--- src/rtl/hazard_stall_controller_if.sv ---
// ID-stage hazard inputs and pipeline control strobes for the stall controller.
// The controller side uses the slave modport; the pipeline/driver side uses master.
interface hazard_stall_controller_if #(
  parameter int CNT_W = 16
);
  logic             id_valid;
  logic [4:0]       id_rs1;
  logic [4:0]       id_rs2;
  logic             id_uses_rs2;
  logic [4:0]       id_rd;
  logic             id_mem_read;
  logic             mem_branch_taken;
  logic             pc_write;
  logic             if_id_write;
  logic             if_id_flush;
  logic             id_ex_bubble;
  logic             ex_mem_flush;
  logic             ready;
  logic [CNT_W-1:0] stall_cnt;
  logic [CNT_W-1:0] flush_cnt;

  modport master (
    output id_valid, id_rs1, id_rs2, id_uses_rs2, id_rd, id_mem_read, mem_branch_taken,
    input  pc_write, if_id_write, if_id_flush, id_ex_bubble, ex_mem_flush, ready,
           stall_cnt, flush_cnt
  );

  modport slave (
    input  id_valid, id_rs1, id_rs2, id_uses_rs2, id_rd, id_mem_read, mem_branch_taken,
    output pc_write, if_id_write, if_id_flush, id_ex_bubble, ex_mem_flush, ready,
           stall_cnt, flush_cnt
  );
endinterface

--- src/rtl/hazard_stall_controller.sv ---
// Pipeline sequencer beside ID: boot hold-off, load-use stall, taken-branch flush
// and saturating stall/flush performance counters.
//
//   state | meaning
//   BOOT  | front end held idle for START_CYCLES edges after reset
//   RUN   | normal issue; stalls on load-use, flushes on taken branch
module hazard_stall_controller #(
  parameter int START_CYCLES = 4,
  parameter int CNT_W        = 16
) (
  input  logic                         clk,
  input  logic                         reset,
  hazard_stall_controller_if.slave     bus
);

  localparam int BW = (START_CYCLES > 1) ? $clog2(START_CYCLES) : 1;
  localparam logic [BW-1:0] BOOT_LAST = BW'(START_CYCLES - 1);

  typedef enum logic {BOOT, RUN} state_t;

  state_t           state_q, state_d;
  logic [BW-1:0]    boot_cnt;
  logic             ex_load_q;
  logic [4:0]       ex_rd_q;
  logic [CNT_W-1:0] stall_cnt_q;
  logic [CNT_W-1:0] flush_cnt_q;
  logic             run;
  logic             load_use;
  logic             flush;

  assign run   = (state_q == RUN);
  assign flush = run & bus.mem_branch_taken;

  // x0 never stalls; a branch flush in the same cycle suppresses the stall
  assign load_use = run & ex_load_q & (ex_rd_q != 5'd0) & bus.id_valid &
                    ((bus.id_rs1 == ex_rd_q) | (bus.id_uses_rs2 & (bus.id_rs2 == ex_rd_q))) &
                    ~bus.mem_branch_taken;

  always_ff @(posedge clk or posedge reset) begin
    if (reset) begin
      state_q  <= BOOT;
      boot_cnt <= '0;
    end else begin
      state_q <= state_d;
      if (state_q == BOOT && boot_cnt != BOOT_LAST)
        boot_cnt <= boot_cnt + 1'b1;
    end
  end

  always_comb begin
    state_d          = state_q;
    bus.pc_write     = 1'b0;
    bus.if_id_write  = 1'b0;
    bus.if_id_flush  = 1'b0;
    bus.id_ex_bubble = 1'b1;
    bus.ex_mem_flush = 1'b0;
    bus.ready        = 1'b0;
    case (state_q)
      BOOT: begin
        if (boot_cnt == BOOT_LAST)
          state_d = RUN;
      end
      RUN: begin
        bus.ready = 1'b1;
        if (flush) begin
          bus.pc_write     = 1'b1;
          bus.if_id_write  = 1'b1;
          bus.if_id_flush  = 1'b1;
          bus.ex_mem_flush = 1'b1;
        end else if (!load_use) begin
          bus.pc_write     = 1'b1;
          bus.if_id_write  = 1'b1;
          bus.id_ex_bubble = 1'b0;
        end
      end
      default: state_d = BOOT;
    endcase
  end

  // Shadow of the ID/EX load state; a bubble enters EX whenever ID does not advance
  always_ff @(posedge clk or posedge reset) begin
    if (reset) begin
      ex_load_q <= 1'b0;
      ex_rd_q   <= 5'd0;
    end else if (!run || flush || load_use) begin
      ex_load_q <= 1'b0;
      ex_rd_q   <= 5'd0;
    end else begin
      ex_load_q <= bus.id_valid & bus.id_mem_read;
      ex_rd_q   <= bus.id_rd;
    end
  end

  always_ff @(posedge clk or posedge reset) begin
    if (reset) begin
      stall_cnt_q <= '0;
      flush_cnt_q <= '0;
    end else begin
      if (load_use && stall_cnt_q != {CNT_W{1'b1}})
        stall_cnt_q <= stall_cnt_q + 1'b1;
      if (flush && flush_cnt_q != {CNT_W{1'b1}})
        flush_cnt_q <= flush_cnt_q + 1'b1;
    end
  end

  assign bus.stall_cnt = stall_cnt_q;
  assign bus.flush_cnt = flush_cnt_q;

endmodule
--- src/flat_wrapper.sv ---
// flat-port wrapper written by rule: the top's interface ports become plain ports
module hazard_stall_controller_flat 
#(
  parameter int START_CYCLES = 4,
  parameter int CNT_W        = 16
)
  (clk, reset, bus_id_valid, bus_id_rs1, bus_id_rs2, bus_id_uses_rs2, bus_id_rd, bus_id_mem_read, bus_mem_branch_taken, bus_pc_write, bus_if_id_write, bus_if_id_flush, bus_id_ex_bubble, bus_ex_mem_flush, bus_ready, bus_stall_cnt, bus_flush_cnt);
  hazard_stall_controller_if #(.CNT_W(CNT_W)) bus_i ();
  input  logic clk;
  input  logic reset;
  input wire logic [$bits(bus_i.id_valid)-1:0] bus_id_valid;
  input wire logic [$bits(bus_i.id_rs1)-1:0] bus_id_rs1;
  input wire logic [$bits(bus_i.id_rs2)-1:0] bus_id_rs2;
  input wire logic [$bits(bus_i.id_uses_rs2)-1:0] bus_id_uses_rs2;
  input wire logic [$bits(bus_i.id_rd)-1:0] bus_id_rd;
  input wire logic [$bits(bus_i.id_mem_read)-1:0] bus_id_mem_read;
  input wire logic [$bits(bus_i.mem_branch_taken)-1:0] bus_mem_branch_taken;
  output wire logic [$bits(bus_i.pc_write)-1:0] bus_pc_write;
  output wire logic [$bits(bus_i.if_id_write)-1:0] bus_if_id_write;
  output wire logic [$bits(bus_i.if_id_flush)-1:0] bus_if_id_flush;
  output wire logic [$bits(bus_i.id_ex_bubble)-1:0] bus_id_ex_bubble;
  output wire logic [$bits(bus_i.ex_mem_flush)-1:0] bus_ex_mem_flush;
  output wire logic [$bits(bus_i.ready)-1:0] bus_ready;
  output wire logic [$bits(bus_i.stall_cnt)-1:0] bus_stall_cnt;
  output wire logic [$bits(bus_i.flush_cnt)-1:0] bus_flush_cnt;
  assign bus_i.id_valid = bus_id_valid;
  assign bus_i.id_rs1 = bus_id_rs1;
  assign bus_i.id_rs2 = bus_id_rs2;
  assign bus_i.id_uses_rs2 = bus_id_uses_rs2;
  assign bus_i.id_rd = bus_id_rd;
  assign bus_i.id_mem_read = bus_id_mem_read;
  assign bus_i.mem_branch_taken = bus_mem_branch_taken;
  assign bus_pc_write = bus_i.pc_write;
  assign bus_if_id_write = bus_i.if_id_write;
  assign bus_if_id_flush = bus_i.if_id_flush;
  assign bus_id_ex_bubble = bus_i.id_ex_bubble;
  assign bus_ex_mem_flush = bus_i.ex_mem_flush;
  assign bus_ready = bus_i.ready;
  assign bus_stall_cnt = bus_i.stall_cnt;
  assign bus_flush_cnt = bus_i.flush_cnt;
  hazard_stall_controller #(.START_CYCLES(START_CYCLES), .CNT_W(CNT_W)) u_core (.clk(clk), .reset(reset), .bus(bus_i));
endmodule
--- config.mk ---
export PLATFORM = sky130hd
export DESIGN_NAME = hazard_stall_controller_flat
export DESIGN_NICKNAME = d
export VERILOG_FILES = /design/src/rtl/hazard_stall_controller_if.sv /design/src/rtl/hazard_stall_controller.sv /design/src/flat_wrapper.sv
export SDC_FILE = /design/constraint.sdc
export NUM_CORES = 1
export LEC_CHECK = 0
export BUFFER_PORTS_ARGS = -buffer_cell sky130_fd_sc_hd__buf_2
export CAP_MARGIN = 30
export CORE_UTILIZATION = 35
export DETAILED_ROUTE_END_ITERATION = 6
export PLACE_DENSITY = 0.57
export SETUP_SLACK_MARGIN = 0.2
export SYNTH_ARGS = -nofsm -noshare
export SYNTH_HDL_FRONTEND = slang
export SYNTH_SLANG_ARGS = --single-unit
export TNS_END_PERCENT = 100
--- constraint.sdc ---
create_clock -name clk -period 1.9 [get_ports clk]
set_input_delay 0.475 -clock clk [delete_from_list [all_inputs] [get_ports clk]]
set_output_delay 0.475 -clock clk [all_outputs]
set_load 0.02 [all_outputs]
* Word level (Yosys, flattened, before mapping)
Cells that the tools add are included.
Word-level totals: input bits 21, flip-flop bits (word level) 41, memories 0, logic and storage cells 46, bits in writable memories 0, bits in read-only memories 0, output and inout bits 38, bits in latches 0
Operators by class: bitwise logic cells 11, $add $sub $neg 3, equal/unequal tests 6, divide/modulo/power cells 0, multipliers 0, $lt $le $gt $ge 0, reduce and logical (&&, ||, !) cells 7, shift-type cells 0, muxes and demuxes 13
Operators with widths (number):
- 16-bit by 1-bit adder with 16-bit output (second input constant) | 2
- 16-bit inequality test (second input constant) | 2
- 1-bit 2-to-1 mux | 12
- 5-bit equality test | 2
- 1-bit AND | 8
- 5-bit 2-to-1 mux | 1
- 5-bit nonzero test | 1
- 1-bit logical AND | 3
- 2-bit by 1-bit adder with 2-bit output (second input constant) | 1
- 2-bit equality test (second input constant) | 1
- 1-bit logical OR | 2
- 2-bit inequality test (second input constant) | 1
- 1-bit inverter | 2
- 1-bit zero test | 1
- 1-bit bitwise OR | 1

* Longest topological paths before layout
Gate-level depths: netlist of the first run.
depth after elaboration 8, depth in mapped cells 6, gate-level depth less buffers 6

* Least setup slack after synthesis of the first run
No wires, ideal clock.
path kind register -> output, from register u_core.ex_rd_q[1], to output bus_pc_write, path slack -0.407 ns, stages on the path, launching flop included 6, data arrival time 1.832 ns, path buffers 2, required time 1.425 ns, cell sequence dfrtp_1 -> nor3_1 -> a211oi_4 -> buf_6 -> a21boi_0 -> buf_4
On the way: word-level cells in the longest chain between the ends 8, elaborated cells between the ends (all ways) 12, classes of those cells eq/ne (2); mux (3); bitwise (6); reduce/logical (1)
Ends and longest elaborated chain:
- start, declared | line hazard_stall_controller.sv:24 | logic [4:0] ex_rd_q;
- start signal, assigned | line hazard_stall_controller.sv:90 | ex_rd_q <= bus.id_rd;
- 5-bit equality test or 5-bit nonzero test (tied branches) | line hazard_stall_controller.sv:36, hazard_stall_controller.sv:35
- 1-bit AND, on equally long branches | line hazard_stall_controller.sv:36, hazard_stall_controller.sv:35
- 1-bit bitwise OR or 1-bit AND (tied branches) | line hazard_stall_controller.sv:36, hazard_stall_controller.sv:35
- 1-bit AND (*) | line hazard_stall_controller.sv:35 | assign load_use = run & ex_load_q & (ex_rd_q != 5'd0) & bus.id_valid &
- 1-bit AND (*) | line hazard_stall_controller.sv:36 | ((bus.id_rs1 == ex_rd_q) | (bus.id_uses_rs2 & (bus.id_rs2 == ex_rd_q))) &
- 1-bit 2-to-1 mux (*) (3 in a row)
- end, declared | line flat_wrapper.sv:18 | output wire logic [$bits(bus_i.pc_write)-1:0] bus_pc_write;
Mark *: on every way between the ends. The rest lies on a longest branch, timed or not.

* Worst setup path in the final report of the first run
from register u_core.ex_rd_q[1], to output bus_id_ex_bubble
On the way: word-level cells in the longest chain between the ends 8, elaborated cells between the ends (all ways) 12, classes of those cells eq/ne (2); mux (3); bitwise (6); reduce/logical (1)
Ends and longest elaborated chain:
- 5-bit equality test or 5-bit nonzero test (tied branches) | line hazard_stall_controller.sv:36, hazard_stall_controller.sv:35
- 1-bit AND, on equally long branches | line hazard_stall_controller.sv:36, hazard_stall_controller.sv:35
- 1-bit bitwise OR or 1-bit AND (tied branches) | line hazard_stall_controller.sv:36, hazard_stall_controller.sv:35
- 1-bit AND (*) | line hazard_stall_controller.sv:35
- 1-bit AND (*) | line hazard_stall_controller.sv:36
- 1-bit 2-to-1 mux (*) | line hazard_stall_controller.sv:70 | end else if (!load_use) begin
- 1-bit 2-to-1 mux (*) | line hazard_stall_controller.sv:65 | if (flush) begin
- 1-bit 2-to-1 mux (*) | line hazard_stall_controller.sv:58 | case (state_q)
- end, declared | line flat_wrapper.sv:21 | output wire logic [$bits(bus_i.id_ex_bubble)-1:0] bus_id_ex_bubble;
Marks and branches as above.

==> flow_summary_export.csv, run 1 <==
group,metric,value,unit
outcome,status,"finished, violations left",
outcome,violations,"setup timing",
worst_setup_path,arrival,1530,ps
yosys,ys_types,31,
yosys,synth_top_area_share,48.8,%
worst_setup_path,cp.required,1420,ps
placement,place_hpwl,3090,um
timing,worstMarginPinSlew,520,ps
yosys,synth-main-ff-cell,"dfrtp_1",
worst_setup_path,crit_family,"flip-flops",
power_and_ir_drop,powerDensity,756,nW/um2
route,drtIter0Drc,55,
placement,port_buffers,58,
clock_network,clkTransAtPathRegs,80,ps
floorplan,boundaryPins,59,
yosys,synth_commonest_cells,"41 x dfrtp_1, 35 x xnor2_1, 16 x nand2_1, 16 x nand3_1, 13 x nand4_1",
route,vias,1606,
placement,place_inst,322,
yosys,synth_nets,212,
layout,final_cells,334,
route,first_pass_iters,5,
route,drc,0,
timing,fin_crit,2010,ps
power_and_ir_drop,p_switching,648,uW
global_routing,track_usage,14.5,%
yosys,synth-edff-count,0,
global_routing,grt_pass1_wl,7080,um
layout,fin_nets,286,
yosys,ys_ff_latch,41,
worst_setup_path,cp_num_buf_inv,2,
power_and_ir_drop,p_seq_share,50.7,%
timing,fmax,498,MHz
layout,design_area,2780,um2
power_and_ir_drop,combPwrFrac,21.6,%
worst_setup_path,crit_fanout,3,
yosys,synthCells,188,
worst_setup_path,cp.depth,6,
timing,fin_crit_sh,106,%
global_routing,grt_max_degree,42,
yosys,synth_most_common_cell,"dfrtp_1",
job,maxCapViolations,0,
floorplan,die_area,6320,um2
yosys,netlist_area,2100,um2
timing,finClkSkew,6.01,ps
floorplan,die_x,79.5,um
route,wire_per_inst,13.0,um
worst_setup_path,worst-setup-path-type,"register to output pin",
power_and_ir_drop,vdd_drop_max,513,uV
worst_setup_path,critPathLaunchType,"register",
floorplan,dieHeight,79.5,um
yosys,ys_seq_area_share,48.8,%
global_routing,gr-total-overflow,0,
placement,routabilityCongestion,0.745,
clock_network,postCtsHoldBufs,0,
clock_network,cts_tree,"built",
floorplan,coreArea,5640,um2
timing,post-route-worst-setup-slack,-107,ps
yosys,async_reset_ff_share,100,%
clock_network,cts_buffers,5,
placement,postPlaceCellArea,2560,um2
timing,finalSetupViolCount,3,
layout,n_antenna_cell,0,
worst_setup_path,r2r.worst_path.cells,8,
timing,relSlewSlack,65.4,%
power_and_ir_drop,internal_power,1450,uW
yosys,synth_warnings,0,
power_and_ir_drop,swShare,30.9,%
route,ant_nets,0,
worst_setup_path,end_kind,"output pin",
power_and_ir_drop,total_power,2100,uW
layout,post-route-util,49.2,%
floorplan,initial_core_util,37.2,%
power_and_ir_drop,pwr-share-clk,27.7,%
global_routing,grt_pass1_vias,1466,
yosys,synth_area_per_cell,11.2,um2
yosys,yosys-top-cells-area,"dfrtp_1 49%, xnor2_1 15%, nand4_1 3.9%",
timing,finalHoldViolCount,0,
clock_network,worst_skew_pair.late_latency,290,ps
clock_network,htreeDepth,2,
timing,finalMaxSlewViolations,0,
clock_network,cts_root_buffer,"clkbuf_8",
worst_setup_path,worst_path_largest_cell_delay,450,ps
timing,rsz0062_at_grt,"yes",
clock_network,clock_sinks,41,
power_and_ir_drop,leakage,0.00127,uW
yosys,yosys.area.top_type,"dfrtp_1",
floorplan,rows,27,
route,drt-total-wl,4350,um
worst_hold_path,hp-class,"primary input to asynchronous set/reset pin",
clock_network,max-clock-path-buffers,2,
worst_setup_path,crit_path_cell_trace,"xnor2_1 > nand3_2 > o22ai_4 > a21oi_2 > inv_2 > buf_6",
global_routing,antenna_found_initial,0,
worst_setup_path,cp_slowest_cell,"dfrtp_2",
layout,nFillCells,535,
layout,area_growth,32.2,%
route,post_drt_via_cell_ratio,4.81,
layout,drive_above_1_share,42.7,%
==> metrics by stage <==
stage | setup slack (ps) | hold slack (ps) | TNS (ps)
final | -107 | 305 | -271
after global routing | -197 | 357 | -538
after CTS | -134 | 334 | -390
after detailed placement | 4.09 | 466 | 0
after global placement | 6.78 | 464 | 0
after floorplan | 61.8 | 448 | 0
==> path summary, 6_finish.rpt <==
check	to	slack, ps	from
worst max-delay path	bus_id_ex_bubble	-110	u_core.ex_rd_q[1]
worst min-delay path	u_core.bus.flush_cnt[14]	300	reset
worst max register to register	u_core.bus.stall_cnt[1]	70	u_core.ex_rd_q[1]
worst min register to register	u_core.boot_cnt[0]	480	u_core.boot_cnt[0]
max in group asynchronous	u_core.bus.stall_cnt[0]	1210	reset
min in group clk	u_core.ex_rd_q[1]	390	bus_id_rd[1]
==> logic make-up (layout without fill, tap and decap cells) <==
kind of cell / count (synthesis) / after routing / share of synthesized area [%]
AO/OA/AOI/OAI: 10 / 10 / 6.37
XOR/XNOR: 40 / 40 / 16.7
adder cells (fa/ha/maj): 3 / 3 / 1.79
buffers and inverters: 9 / 83 / 2.68
flip-flops: 41 / 41 / 48.8
multiplexers: 3 / 3 / 1.97
AND/OR/NAND/NOR: 82 / 82 / 21.7
==> tightest hold or removal path: stages <==
cell,delay [ps]
buf_2,90
inv_1,40
buf_4,440
==> layout make-up <==
cell class | instances | area, um2 | share of cell area (%)
Clock buffer | 7 | 86.3 | 3.11
Inverter | 5 | 18.8 | 0.676
Tap cell | 72 | 90.1 | 3.24
Multi-Input combinational cell | 138 | 1110 | 39.9
Timing Repair Buffer | 71 | 439 | 15.8
Sequential cell | 41 | 1030 | 37.3
==> power groups by stage <==
stage / registers, uW / logic [uW] / clock network, uW
floorplan: 1150 / 207 / 0
global placement: 1070 / 428 / 0
detailed placement: 1070 / 431 / 0
CTS: 1060 / 443 / 606
global route: 1080 / 494 / 633
finish: 1060 / 454 / 582
==> timing repair <==
action                                  in CTS  in global routing
cloned                                       0                  0
endpoints found under the setup margin       5                 26
resized for setup                           17                  8
buffers inserted                             2                  3
pin swaps                                   10                  9
==> cell usage in the layout, fill, tap and decap left out, drive strengths merged <==
cell / synthesis / final
a21oi: 2 / 2
o22ai: 1 / 1
dfrtp: 41 / 41
nand4b: 1 / 1
a211oi: 3 / 3
xor2: 5 / 5
nand4: 13 / 13
a31o: 1 / 1
xnor2: 35 / 35
buf: 4 / 71
and2: 5 / 5
and4: 3 / 3
nand2: 16 / 16
a21boi: 1 / 1
and3: 11 / 11
inv: 5 / 5
a31oi: 2 / 2
nand3: 17 / 17
nor3: 4 / 4
mux2: 3 / 3
nor2: 9 / 9
clkbuf: 0 / 7
ha: 3 / 3
nor4: 2 / 2
nand2b: 1 / 1
==> sequential cells by signal, summed over array words and instances (netlist names) <==
signal and count:
u_core.bus.flush_cnt 16, u_core.run 1, u_core.ex_rd_q 5, u_core.boot_cnt 2, u_core.ex_load_q 1, u_core.bus.stall_cnt 16
==> metal layers <==
metal / GRT usage, % / share of wire [%]
met4: 4.91 / 0.99
met5: 0 / 0
met2: 21.9 / 47
met1: 20.1 / 47
met3: 3.54 / 5.1
(Power assumes the default switching activity.)
==> inputs of run 2 (changes only) <==
Settings changed: PLACE_DENSITY 0.57 to default.
==> flow_summary_export.csv, run 2 (synthesized netlist as in run 1, its figures left out) <==
group,metric,value,unit
outcome,status,"finished, violations left",
outcome,violations,"setup timing",
route,drt-total-wl,4280,um
route,wire_per_inst,12.9,um
route,vias,1642,
worst_setup_path,r2r_setup_slack,140,ps
floorplan,rows,27,
clock_network,cts_buffers,5,
layout,area_growth,32.1,%
global_routing,antenna_found_initial,0,
global_routing,use_met2,23.1,%
clock_network,cts_tree,"built",
layout,final_cell_mix,"55 x buf_2, 33 x dfrtp_1, 29 x xnor2_1, 15 x nand3_1, 14 x nand2_1",
power_and_ir_drop,leakage,0.00128,uW
timing,worstMarginPinSlew,524,ps
worst_setup_path,cp.required,1420,ps
timing,fin_crit,2040,ps
clock_network,htreeDepth,2,
floorplan,dieHeight,79.5,um
placement,place_hpwl,3080,um
floorplan,initial_core_util,37.2,%
timing,relSlewSlack,65.1,%
power_and_ir_drop,total_power,2100,uW
worst_setup_path,arrival,1570,ps
floorplan,die_area,6320,um2
route,drtIter0Drc,51,
global_routing,track_usage,14.7,%
layout,fin_nets,284,
timing,finalHoldViolCount,0,
worst_setup_path,worst-setup-path-type,"register to output pin",
clock_network,clock_sinks,41,
layout,layout_commonest_cell,"buf_2",
clock_network,cts_root_buffer,"clkbuf_8",
placement,place_inst,323,
timing,fin_crit_sh,107,%
clock_network,clkTransAtPathRegs,70,ps
global_routing,grt_max_degree,42,
timing,finClkSkew,5.08,ps
timing,rsz0062_at_grt,"yes",
layout,nFillCells,545,
route,post_drt_via_cell_ratio,4.95,
clock_network,worst_skew_pair.late_latency,290,ps
power_and_ir_drop,powerDensity,757,nW/um2
global_routing,grtUsageMet1,19.7,%
placement,routabilityCongestion,0.780,
power_and_ir_drop,vdd_drop_max,558,uV
timing,fmax,490,MHz
layout,final_cells,332,
route,first_pass_iters,3,
timing,finalMaxSlewViolations,0,
global_routing,grt_pass1_vias,1542,
floorplan,boundaryPins,59,
global_routing,gr-total-overflow,0,
worst_setup_path,critPathLaunchType,"register",
clock_network,max-clock-path-buffers,2,
worst_hold_path,hp-class,"primary input to asynchronous set/reset pin",
route,ant_nets,0,
layout,n_antenna_cell,0,
timing,post-route-worst-setup-slack,-141,ps
worst_setup_path,crit_fanout,3,
layout,drive_above_1_share,44.6,%
job,maxCapViolations,0,
worst_setup_path,end_kind,"output pin",
global_routing,grt_pass1_wl,7210,um
timing,finalSetupViolCount,3,
placement,port_buffers,58,
route,drc,0,
global_routing,grtUsageMet3,2.40,%
floorplan,coreArea,5640,um2
floorplan,die_x,79.5,um
global_routing,globalRoute.busiestLayer,"met2",
[run 2: through the flow]
stage / hold slack, ps / setup TNS [ps] / cell area (um2) / setup WS [ps] / utilization [%]
after global routing: 358 / -567 / 2780 / -199 / 49.2
after CTS: 327 / -415 / 2690 / -151 / 47.7
after floorplan: 448 / 0 / 2150 / 61.8 / -
after global placement: 464 / 0 / 2550 / 7.50 / 45.3
final: 309 / -388 / 2780 / -141 / 49.2
after detailed placement: 466 / -12.2 / 2550 / -7.11 / 45.3
[run 2: timing repair]
item | 4_1_cts | 5_1_grt
hold buffers | 0 | 0
setup buffers | 1 | 1
endpoints found under the setup margin | 4 | 28
pin swaps | 8 | 5
gates resized for setup | 14 | 17
[run 2: layout make-up]
class	instances	area [um2]	share of cell area, %
clock buffer	7	86.3	3.11
inverter	5	18.8	0.676
multi-input combinational	138	1140	40.9
sequential	41	1040	37.3
tap	72	90.1	3.25
timing repair buffer	69	408	14.7
[run 2: critical path, cell delays in order (launching register included)]
cell      delay, ps
dfrtp_2         470
xnor2_2         160
nand4_1         160
o22ai_4         170
buf_6           130
a21boi_4         50
buf_6           130
[run 2: per-layer routing]
| layer | wire length [um] | share of wire [%] |
|---|---|---|
| met1 | 2100 | 49 |
| met2 | 1950 | 46 |
| met3 | 148 | 3.5 |
| met4 | 76 | 1.8 |
| met5 | 0 | 0 |
[run 2: final timing paths]
path	cells past startpoint	to	startpoint
max in group asynchronous	3	u_core.ex_rd_q[0]	reset
min in group clk	2	u_core.ex_rd_q[3]	bus_id_rd[3]
worst min register to register	1	u_core.boot_cnt[0]	u_core.boot_cnt[0]
worst min-delay path	3	u_core.bus.flush_cnt[15]	reset
worst max-delay path	6	bus_if_id_write	u_core.ex_rd_q[3]
worst max register to register	7	u_core.bus.stall_cnt[1]	u_core.ex_rd_q[3]
[run 2: where the power goes]
part	internal (uW)	switching (uW)
Sequential	954	95.8
Clock	288	288
Combinational	218	256
